## src/rtl/clk_period_meter.sv

```systemverilog
// Purpose: measure period and high time of a slow asynchronous square wave in Clk cycles.
// Latency: result registered on the rise-detect cycle, SYNC_STAGES+1 cycles after the SigIn rise.
// Backpressure: Valid holds until Ack; an unacked result that gets overwritten raises Overrun.
// Optional: define PERIOD_AVG4_EN to publish the truncated average of every 4 measurements.
module clk_period_meter #(
  parameter int CNT_W       = 26,
  parameter int TIMEOUT     = 50000000,
  parameter int SYNC_STAGES = 2
) (
  input  logic             Clk,
  input  logic             Rst,
  input  logic             En,
  input  logic             SigIn,
  output logic [CNT_W-1:0] Period,
  output logic [CNT_W-1:0] HighTime,
  output logic             Valid,
  input  logic             Ack,
  output logic             Overrun,
  output logic             Timeout
);

  localparam logic [CNT_W-1:0] TIMEOUT_C = CNT_W'(TIMEOUT);

  typedef enum logic [1:0] {
    IDLE = 2'd0,
    ARM  = 2'd1,
    MEAS = 2'd2
  } state_t;

  state_t state_q, state_d;

  logic [SYNC_STAGES-1:0] sync_q;
  logic                   hist_q;
  logic                   sig_s;
  logic                   rise;
  logic                   fall;

  logic [CNT_W-1:0] cnt_q;
  logic [CNT_W-1:0] hcnt_q;
  logic             hi_phase_q;

  // FSM strobes: start a new period, complete a measurement, stall detected
  logic start;
  logic done;
  logic tmo;

  // Result to publish this cycle (individual or averaged)
  logic             pub;
  logic [CNT_W-1:0] pub_period;
  logic [CNT_W-1:0] pub_high;

  // Both edges see the same chain depth, so period and high time carry no bias.
  assign sig_s = sync_q[SYNC_STAGES-1];
  assign rise  = sig_s & ~hist_q;
  assign fall  = ~sig_s & hist_q;

  // Synchroniser chain followed by one history flop for edge detection
  always_ff @(posedge Clk) begin
    if (Rst) begin
      sync_q <= '0;
      hist_q <= 1'b0;
    end else begin
      sync_q <= {sync_q[SYNC_STAGES-2:0], SigIn};
      hist_q <= sig_s;
    end
  end

  // State register
  always_ff @(posedge Clk) begin
    if (Rst) begin
      state_q <= IDLE;
    end else begin
      state_q <= state_d;
    end
  end

  // Next-state and strobe decode; dropping En abandons whatever is in flight
  always_comb begin
    state_d = state_q;
    start   = 1'b0;
    done    = 1'b0;
    tmo     = 1'b0;
    case (state_q)
      IDLE: begin
        if (En) begin
          state_d = ARM;
        end
      end
      ARM: begin
        if (rise) begin
          start   = 1'b1;
          state_d = MEAS;
        end
      end
      MEAS: begin
        if (rise) begin
          done  = 1'b1;
          start = 1'b1;
        end else if (cnt_q == TIMEOUT_C) begin
          tmo     = 1'b1;
          state_d = ARM;
        end
      end
      default: begin
        state_d = IDLE;
      end
    endcase
    if (!En) begin
      state_d = IDLE;
      start   = 1'b0;
      done    = 1'b0;
      tmo     = 1'b0;
    end
  end

  // Period and high-time counters; zero whenever no measurement continues into next cycle
  always_ff @(posedge Clk) begin
    if (Rst) begin
      cnt_q      <= '0;
      hcnt_q     <= '0;
      hi_phase_q <= 1'b0;
    end else if (start) begin
      cnt_q      <= CNT_W'(1);
      hcnt_q     <= CNT_W'(1);
      hi_phase_q <= 1'b1;
    end else if (state_q == MEAS && state_d == MEAS) begin
      cnt_q <= cnt_q + CNT_W'(1);
      if (fall) begin
        hi_phase_q <= 1'b0;
      end else if (hi_phase_q) begin
        hcnt_q <= hcnt_q + CNT_W'(1);
      end
    end else begin
      cnt_q      <= '0;
      hcnt_q     <= '0;
      hi_phase_q <= 1'b0;
    end
  end

`ifdef PERIOD_AVG4_EN
  // Two guard bits hold the sum of four full-range measurements.
  logic [CNT_W+1:0] sum_q;
  logic [CNT_W+1:0] hsum_q;
  logic [CNT_W+1:0] sum_nx;
  logic [CNT_W+1:0] hsum_nx;
  logic [1:0]       sub_q;

  // Sums including the measurement completing now; publish on the fourth
  always_comb begin
    sum_nx     = sum_q + {2'b00, cnt_q};
    hsum_nx    = hsum_q + {2'b00, hcnt_q};
    pub        = done && (sub_q == 2'd3);
    pub_period = sum_nx[CNT_W+1:2];
    pub_high   = hsum_nx[CNT_W+1:2];
  end

  // Accumulators restart on reset, idle, disable, timeout and after each average
  always_ff @(posedge Clk) begin
    if (Rst || state_q == IDLE || tmo || !En) begin
      sum_q  <= '0;
      hsum_q <= '0;
      sub_q  <= 2'd0;
    end else if (done) begin
      if (sub_q == 2'd3) begin
        sum_q  <= '0;
        hsum_q <= '0;
        sub_q  <= 2'd0;
      end else begin
        sum_q  <= sum_nx;
        hsum_q <= hsum_nx;
        sub_q  <= sub_q + 2'd1;
      end
    end
  end
`else
  // Every completed measurement is published as-is
  always_comb begin
    pub        = done;
    pub_period = cnt_q;
    pub_high   = hcnt_q;
  end
`endif

  // Result registers and valid/ack handshake; a new result wins over a same-cycle Ack
  always_ff @(posedge Clk) begin
    if (Rst) begin
      Period   <= '0;
      HighTime <= '0;
      Valid    <= 1'b0;
      Overrun  <= 1'b0;
    end else if (pub) begin
      Period   <= pub_period;
      HighTime <= pub_high;
      Valid    <= 1'b1;
      Overrun  <= Valid & ~Ack;
    end else if (Valid && Ack) begin
      Valid   <= 1'b0;
      Overrun <= 1'b0;
    end
  end

  // Sticky stall flag, cleared by the next completed measurement
  always_ff @(posedge Clk) begin
    if (Rst) begin
      Timeout <= 1'b0;
    end else if (done) begin
      Timeout <= 1'b0;
    end else if (tmo) begin
      Timeout <= 1'b1;
    end
  end

endmodule
```

## config.mk

```make
export PLATFORM = sky130hd
export DESIGN_NAME = clk_period_meter
export DESIGN_NICKNAME = d
export VERILOG_FILES = /design/src/rtl/clk_period_meter.sv
export SDC_FILE = /design/constraint.sdc
export NUM_CORES = 1
export LEC_CHECK = 0
export BUFFER_PORTS_ARGS = -buffer_cell sky130_fd_sc_hd__buf_4
export CAP_MARGIN = 5
export CORE_AREA = 2 2 91 93
export CTS_BUF_LIST = sky130_fd_sc_hd__clkbuf_4 sky130_fd_sc_hd__clkbuf_8
export CTS_CLUSTER_SIZE = 25
export DETAILED_ROUTE_END_ITERATION = 8
export DIE_AREA = 0 0 93 95
export MAX_ROUTING_LAYER = met4
export PLACE_DENSITY_LB_ADDON = 0.1
export SYNTH_ARGS = -nofsm -noshare
export SYNTH_HDL_FRONTEND = slang
export SYNTH_SLANG_ARGS = --single-unit
```

## constraint.sdc

```tcl
create_clock -name Clk -period 3.1 [get_ports Clk]
set_input_delay 0.62 -clock Clk [delete_from_list [all_inputs] [get_ports Clk]]
set_output_delay 0.62 -clock Clk [all_outputs]
set_load 0.01 [all_outputs]
```

==> results of run 1 <==
[power groups by stage]
stage | Combinational [W] | Clock [W] | Sequential [W]
2_1_floorplan | 0.0000172 | 0 | 0.00149
3_3_place_gp | 0.0000273 | 0 | 0.00149
3_5_place_dp | 0.0000283 | 0 | 0.00149
4_1_cts | 0.0000286 | 0.00136 | 0.00146
5_1_grt | 0.0000313 | 0.00143 | 0.00146
6_report | 0.0000281 | 0.00133 | 0.00146
[sequential cells by signal, indices dropped and copies added, names as in the netlist]
signal,cells
HighTime,26
Overrun,1
Period,26
Timeout,1
Valid,1
cnt_q,26
hcnt_q,26
hi_phase_q,1
hist_q,1
state_q,2
sync_q,2
[cell type report]
type	instances	area share [%]
clock inverter	11	2.03
tap	105	2.37
timing repair buffer	65	9.01
sequential	113	40.7
inverter	12	0.811
multi-input combinational	394	40.1
clock buffer	21	4.98
[cells in the final DEF (no fill, tap or decap), types with 4 or more instances in the layout]
master    count
nand2_1     125
clkinv_2      6
xnor2_1      36
nor2_2       49
buf_4        64
nand3_1      20
nor3_1       12
nor2_1       15
nor2b_1       4
xor2_1       13
clkbuf_8     19
a21oi_1      56
nand4_1      11
inv_1        12
dfxtp_1     113
nor4_1       12
ha_1          7
and4_1        8
[cell families (layout without fill, tap and decap cells)]
logic type / Yosys count / after routing / share of synthesized area, %
DFF: 113 / 113 / 48.4
and+or+nand+nor: 273 / 273 / 29.2
buffers and inverters: 41 / 109 / 4.23
xor gates and xnor gates: 49 / 49 / 9.17
muxes: 1 / 1 / 0.214
adders and majority gates: 7 / 7 / 1.87
AOI/OAI and AO/OA: 64 / 64 / 7.01
[layer usage]
| metal | track usage, % | wire, um |
|---|---|---|
| met4 | 8.33 | 101 |
| met5 | - | 0 |
| met3 | 7.18 | 361 |
| met2 | 40.5 | 4870 |
| met1 | 25.7 | 4050 |
[worst max-delay path: cells and delay by family (launching register included)]
kind            cells  cell delay, ps
compound gates      3             690
fa+ha+maj           1             310
buf+inv             2             410
flops               1             400
simple gates        2             540
[stage by stage]
stage | setup slack (ps) | util (%) | instance area [um2] | instances
final | 690 | 70.0 | 5550 | 721
after global routing | 514 | 70.0 | 5550 | 721
after CTS | 700 | 70.0 | 5550 | 721
after detailed placement | 713 | 65.1 | 5160 | 689
after global placement | 783 | 65.1 | 5160 | 689
after floorplan | 1230 | - | 4680 | 548
[final timing paths]
kind	slack (ps)	end	cells past startpoint	startpoint
max reg2reg	690	hcnt_q[5]	8	state_q[0]
max	690	hcnt_q[5]	8	state_q[0]
min reg2reg	450	HighTime[6]	2	HighTime[6]
min	410	Overrun	2	Ack
==> impl_metrics.py, run 1 <==
metrics = {
    "timing": {
        "hold_viol": 0,
        "slew_headroom_pct": 56.0,
        "whs_ps": 413,
        "setup_viol": 0,
        "fin_crit_sh_pct": 77.7,
        "slew_violations": 0,
        "setup_tns_ps": 0,
        "fmax_mhz": 415,
        "tightest_slew_ps": 658,
        "min_period_ps": 2410,
        "rsz0062_at_grt": "no",
        "finClkSkew_ps": 9.99,
    },
    "worst_setup_path": {
        "crit_required_ps": 3460,
        "cp_cell_sequence": "inv_1 -> ha_1 -> a21oi_1 -> o21ai_0 -> a211oi_1 -> nand3_4 -> buf_12 -> nor2_2",
        "cpPeakStageDelay_ps": 430,
        "critical_path_class": "reg -> reg",
        "cp_slowest_cell": "nand3_4",
        "arrival_ps": 2770,
        "cp_max_fo": 23,
        "cp-end-kind": "flop",
        "cp-start-kind": "flop",
    },
    "placement": {
        "gp_congestion": 0.790,
        "port_buffers": 59,
        "dp.final_hpwl_mm": 6.37,
    },
    "routing": {
        "drt-total-wl_mm": 9.39,
        "wl_per_cell_um": 13.0,
        "final_antenna_net_count": 0,
        "drt_drc_violations_left": 0,
        "firstDrtPassIters": 4,
        "num_vias": 3805,
        "drt_iter0_markers": 153,
        "via_per_inst": 5.28,
    },
    "yosys": {
        "ys_types": 37,
        "synthArstFlopShare_pct": 0,
        "yosys_register_bits": 113,
        "postSynthCellCount": 548,
        "yosys_most_used_dff": "dfxtp_1",
        "syn_area_um2": 4680,
        "synth.most_common_cell": "nand2_1",
        "syn_avg_cell_area_um2": 8.54,
        "synth_common_cells": "nand2_1, dfxtp_1, a21oi_1",
        "synth_enable_flop_cells": 0,
        "syn_nets": 560,
        "yosys-top-cells-area": "dfxtp_1, nand2_1, xnor2_1, nor2_2, a21oi_1",
        "yosysTopAreaCellShare_pct": 48.4,
        "synth_seq_area_share_pct": 48.4,
        "yosysTopAreaCell": "dfxtp_1",
        "synth_warnings": 0,
    },
    "clocking": {
        "root_buffer": "clkbuf_8",
        "cts_tree": "done",
        "post_cts_buffers": 0,
        "path_clk_slew_ps": 70,
        "htree_num_levels": 4,
        "cts_sinks": 113,
        "hold_buffers": 0,
        "clockBufferDepth": 2,
        "ctsResizeCount": 0,
        "numCtsBuffers": 17,
        "clkLatencyLatePin_ps": 420,
    },
    "cells_and_area": {
        "drive_above_1_share_pct": 24.7,
        "register_area_um2": 2260,
        "multiInputGateArea_um2": 2220,
        "syn2layout_area_growth_pct": 18.7,
        "nets": 615,
        "n_antenna_cell": 0,
        "nFillCells": 683,
    },
    "power": {
        "ir_worst_vdd_v": 0.000355,
        "leakage_nw": 1.84,
        "pwr-share-seq_pct": 51.8,
        "power.density_nw_per_um2": 506,
        "finalPower_w": 0.00281,
        "power_frac_comb_pct": 1.0,
        "p_int_w": 0.00223,
        "p_sw_w": 0.000584,
        "swShare_pct": 20.8,
        "clockPowerShare_pct": 47.2,
    },
    "grt": {
        "grt_max_degree": 60,
        "grt_pass1_vias": 3610,
        "grtUsageTotal_pct": 23.5,
        "antenna_found_initial": 0,
        "grt_overflow": 0,
        "grt_pass1_wl_mm": 15.9,
    },
    "job": {
        "cap_violations": 0,
    },
    "floorplan": {
        "die_h_um": 95,
        "start_util_pct": 59.0,
        "dieArea_um2": 8840,
        "core_area_um2": 7930,
        "die_w_um": 93,
        "ioPinCount": 60,
        "rows": 33,
    },
    "hold_path": {
        "min_path_type": "in -> reg",
    },
    "run_status": {
        "outcome": "finished clean",
    },
}
Note: power is estimated with default switching activity, not from simulation.
==> run 2, diff against run 1 <==
--- a/config.mk
+++ b/config.mk
@@ -7,11 +7,11 @@
 export LEC_CHECK = 0
 export BUFFER_PORTS_ARGS = -buffer_cell sky130_fd_sc_hd__buf_4
 export CAP_MARGIN = 5
-export CORE_AREA = 2 2 91 93
+export CORE_AREA = 2 2 92 94
 export CTS_BUF_LIST = sky130_fd_sc_hd__clkbuf_4 sky130_fd_sc_hd__clkbuf_8
 export CTS_CLUSTER_SIZE = 25
 export DETAILED_ROUTE_END_ITERATION = 8
-export DIE_AREA = 0 0 93 95
+export DIE_AREA = 0 0 94 96
 export MAX_ROUTING_LAYER = met4
 export PLACE_DENSITY_LB_ADDON = 0.1
 export SYNTH_ARGS = -nofsm -noshare
==> constraint.sdc (replaced) <==
create_clock -name Clk -period 2.5 [get_ports Clk]
set_input_delay 0.5 -clock Clk [delete_from_list [all_inputs] [get_ports Clk]]
set_output_delay 0.5 -clock Clk [all_outputs]
set_load 0.01 [all_outputs]
==> run 2 against run 1 <==
Cell count up 0.42%. Fmax up 11%. Critical path depth unchanged. Flip-flop and latch count unchanged. Largest power group unchanged. Non-clock buffer count up 3. Register-to-register slack worse by 360 ps. Clock power up 34%. Cell area up 1.4%. Hold slack worse by 120 ps. Global-route usage down 0.50 points.
==> impl_metrics.py, run 2 (synthesis results as in run 1) <==
metrics = {
    "job": {
        "cap_violations": 0,
    },
    "cells_and_area": {
        "n_antenna_cell": 0,
        "nets": 618,
        "syn2layout_area_growth_pct": 20.3,
        "fin_util_pct": 69.9,
        "layout_common_cells": "nand2_1, dfxtp_1, buf_4, a21oi_1, nor2_2",
        "drive_above_1_share_pct": 25.0,
        "mostFrequentLayoutCell": "nand2_1",
    },
    "grt": {
        "grt_use_met2_pct": 37.4,
        "met3_usage_pct": 6.50,
        "grt_max_degree": 60,
        "grt_pass1_vias": 3553,
        "antenna_found_initial": 0,
        "met1_usage_pct": 27.1,
        "grt_pass1_wl_mm": 15.8,
        "top_usage_layer": "met2",
        "grtUsageTotal_pct": 23.0,
        "grt_overflow": 0,
    },
    "timing": {
        "rsz0062_at_grt": "no",
        "fmax_mhz": 462,
        "min_period_ps": 2170,
        "fin_ws_ps": 334,
        "setup_viol": 0,
        "hold_viol": 0,
        "finClkSkew_ps": 9.29,
        "slew_violations": 0,
        "tightest_slew_ps": 590,
        "setup_tns_ps": 0,
        "slew_headroom_pct": 60.7,
        "fin_crit_sh_pct": 86.6,
    },
    "worst_setup_path": {
        "cpPeakStageDelay_ps": 560,
        "r2r-start": "cnt_q[0]",
        "crit_required_ps": 2800,
        "cp_cell_sequence": "inv_1 -> ha_1 -> nand2_1 -> or3_1 -> or4_4 -> nand3_4 -> buf_4 -> nor2_2",
        "cp_max_fo": 17,
        "cp_slowest_cell": "or4_4",
        "r2r_end": "hcnt_q[5]",
        "cp_top_family": "simple AND/OR/NAND/NOR gates",
        "cp-start-kind": "flop",
        "ff2ff_path_depth": 8,
        "cp-end-kind": "flop",
        "crit_buf_inv": 2,
        "arrival_ps": 2460,
        "critical_path_class": "reg -> reg",
        "r2r_setup_slack_ps": 330,
    },
    "floorplan": {
        "core_area_um2": 8050,
        "dieArea_um2": 9020,
        "start_util_pct": 58.1,
        "die_h_um": 96,
        "die_w_um": 94,
        "rows": 33,
        "ioPinCount": 60,
    },
    "power": {
        "power.density_nw_per_um2": 642,
        "leakage_nw": 1.88,
        "ir_worst_vdd_v": 0.000329,
    },
    "clocking": {
        "path_clk_slew_ps": 60,
        "cts_sinks": 113,
        "htree_num_levels": 4,
        "hold_buffers": 0,
        "clockBufferDepth": 2,
        "ctsResizeCount": 0,
        "post_cts_buffers": 0,
        "cts_tree": "done",
        "root_buffer": "clkbuf_8",
        "numCtsBuffers": 17,
        "clkLatencyLatePin_ps": 420,
    },
    "routing": {
        "final_antenna_net_count": 0,
        "drt-total-wl_mm": 9.35,
        "wl_per_cell_um": 12.9,
        "num_vias": 3803,
        "via_per_inst": 5.25,
        "drt_drc_violations_left": 0,
        "firstDrtPassIters": 4,
        "drt_iter0_markers": 128,
    },
    "hold_path": {
        "holdPathEnd": "Overrun",
        "min_path_type": "in -> reg",
        "hp-start": "Ack",
        "hold_path_depth": 2,
    },
    "run_status": {
        "outcome": "finished clean",
    },
    "placement": {
        "dp.final_hpwl_mm": 6.28,
        "port_buffers": 59,
        "gp_congestion": 0.819,
        "pre_cts_ws_ps": 321,
    },
}
==> run 2: per-layer routing <==
metal	vias to the layer above	share of wire [%]
met2	74	50
met5	-	0
met1	1785	45
met4	0	1.4
met3	16	3.5
li1	1928	-
==> run 2: cell type report <==
class	count	area, um2
tap	105	131
fill	672	2420
multi-input combinational	394	2220
inverter	12	45.0
timing repair buffer	68	548
clock buffer	22	284
clock inverter	10	134
sequential	113	2260
==> run 2: metrics by stage <==
| stage | area, um2 | hold WS (ps) | cells | power [W] |
|---|---|---|---|---|
| floorplan | 4680 | 414 | 548 | 0.00187 |
| global placement | 5210 | 429 | 692 | 0.00188 |
| detailed placement | 5210 | 431 | 692 | 0.00188 |
| CTS | 5630 | 279 | 724 | 0.00365 |
| global route | 5630 | 284 | 724 | 0.00375 |
| finish | 5630 | 297 | 724 | 0.00362 |
==> run 2: worst max path at each step <==
stage             start         to  slack (ps)  cells past startpoint
6_report       cnt_q[0]  hcnt_q[5]         330                      8
5_1_grt        cnt_q[0]  cnt_q[25]         260                      8
4_1_cts        cnt_q[0]  hcnt_q[5]         310                      8
3_5_place_dp   cnt_q[0]  hcnt_q[5]         320                      8
3_3_place_gp   cnt_q[0]  cnt_q[17]         360                      8
2_1_floorplan  cnt_q[0]  cnt_q[13]         630                      8
==> run 2: worst reg2reg max path: cells and delay by family, from the launching register on <==
| kind | cells | cell delay [ps] |
|---|---|---|
| simple gates | 5 | 1160 |
| flops | 1 | 370 |
| buf+inv | 2 | 370 |
| fa+ha+maj | 1 | 160 |
==> run 2: power by group <==
group | internal [W] | switching [W]
registers | 0.00180 | 0.00000255
logic | 0.0000104 | 0.0000242
clock network | 0.00107 | 0.000709
total | 0.00288 | 0.000736
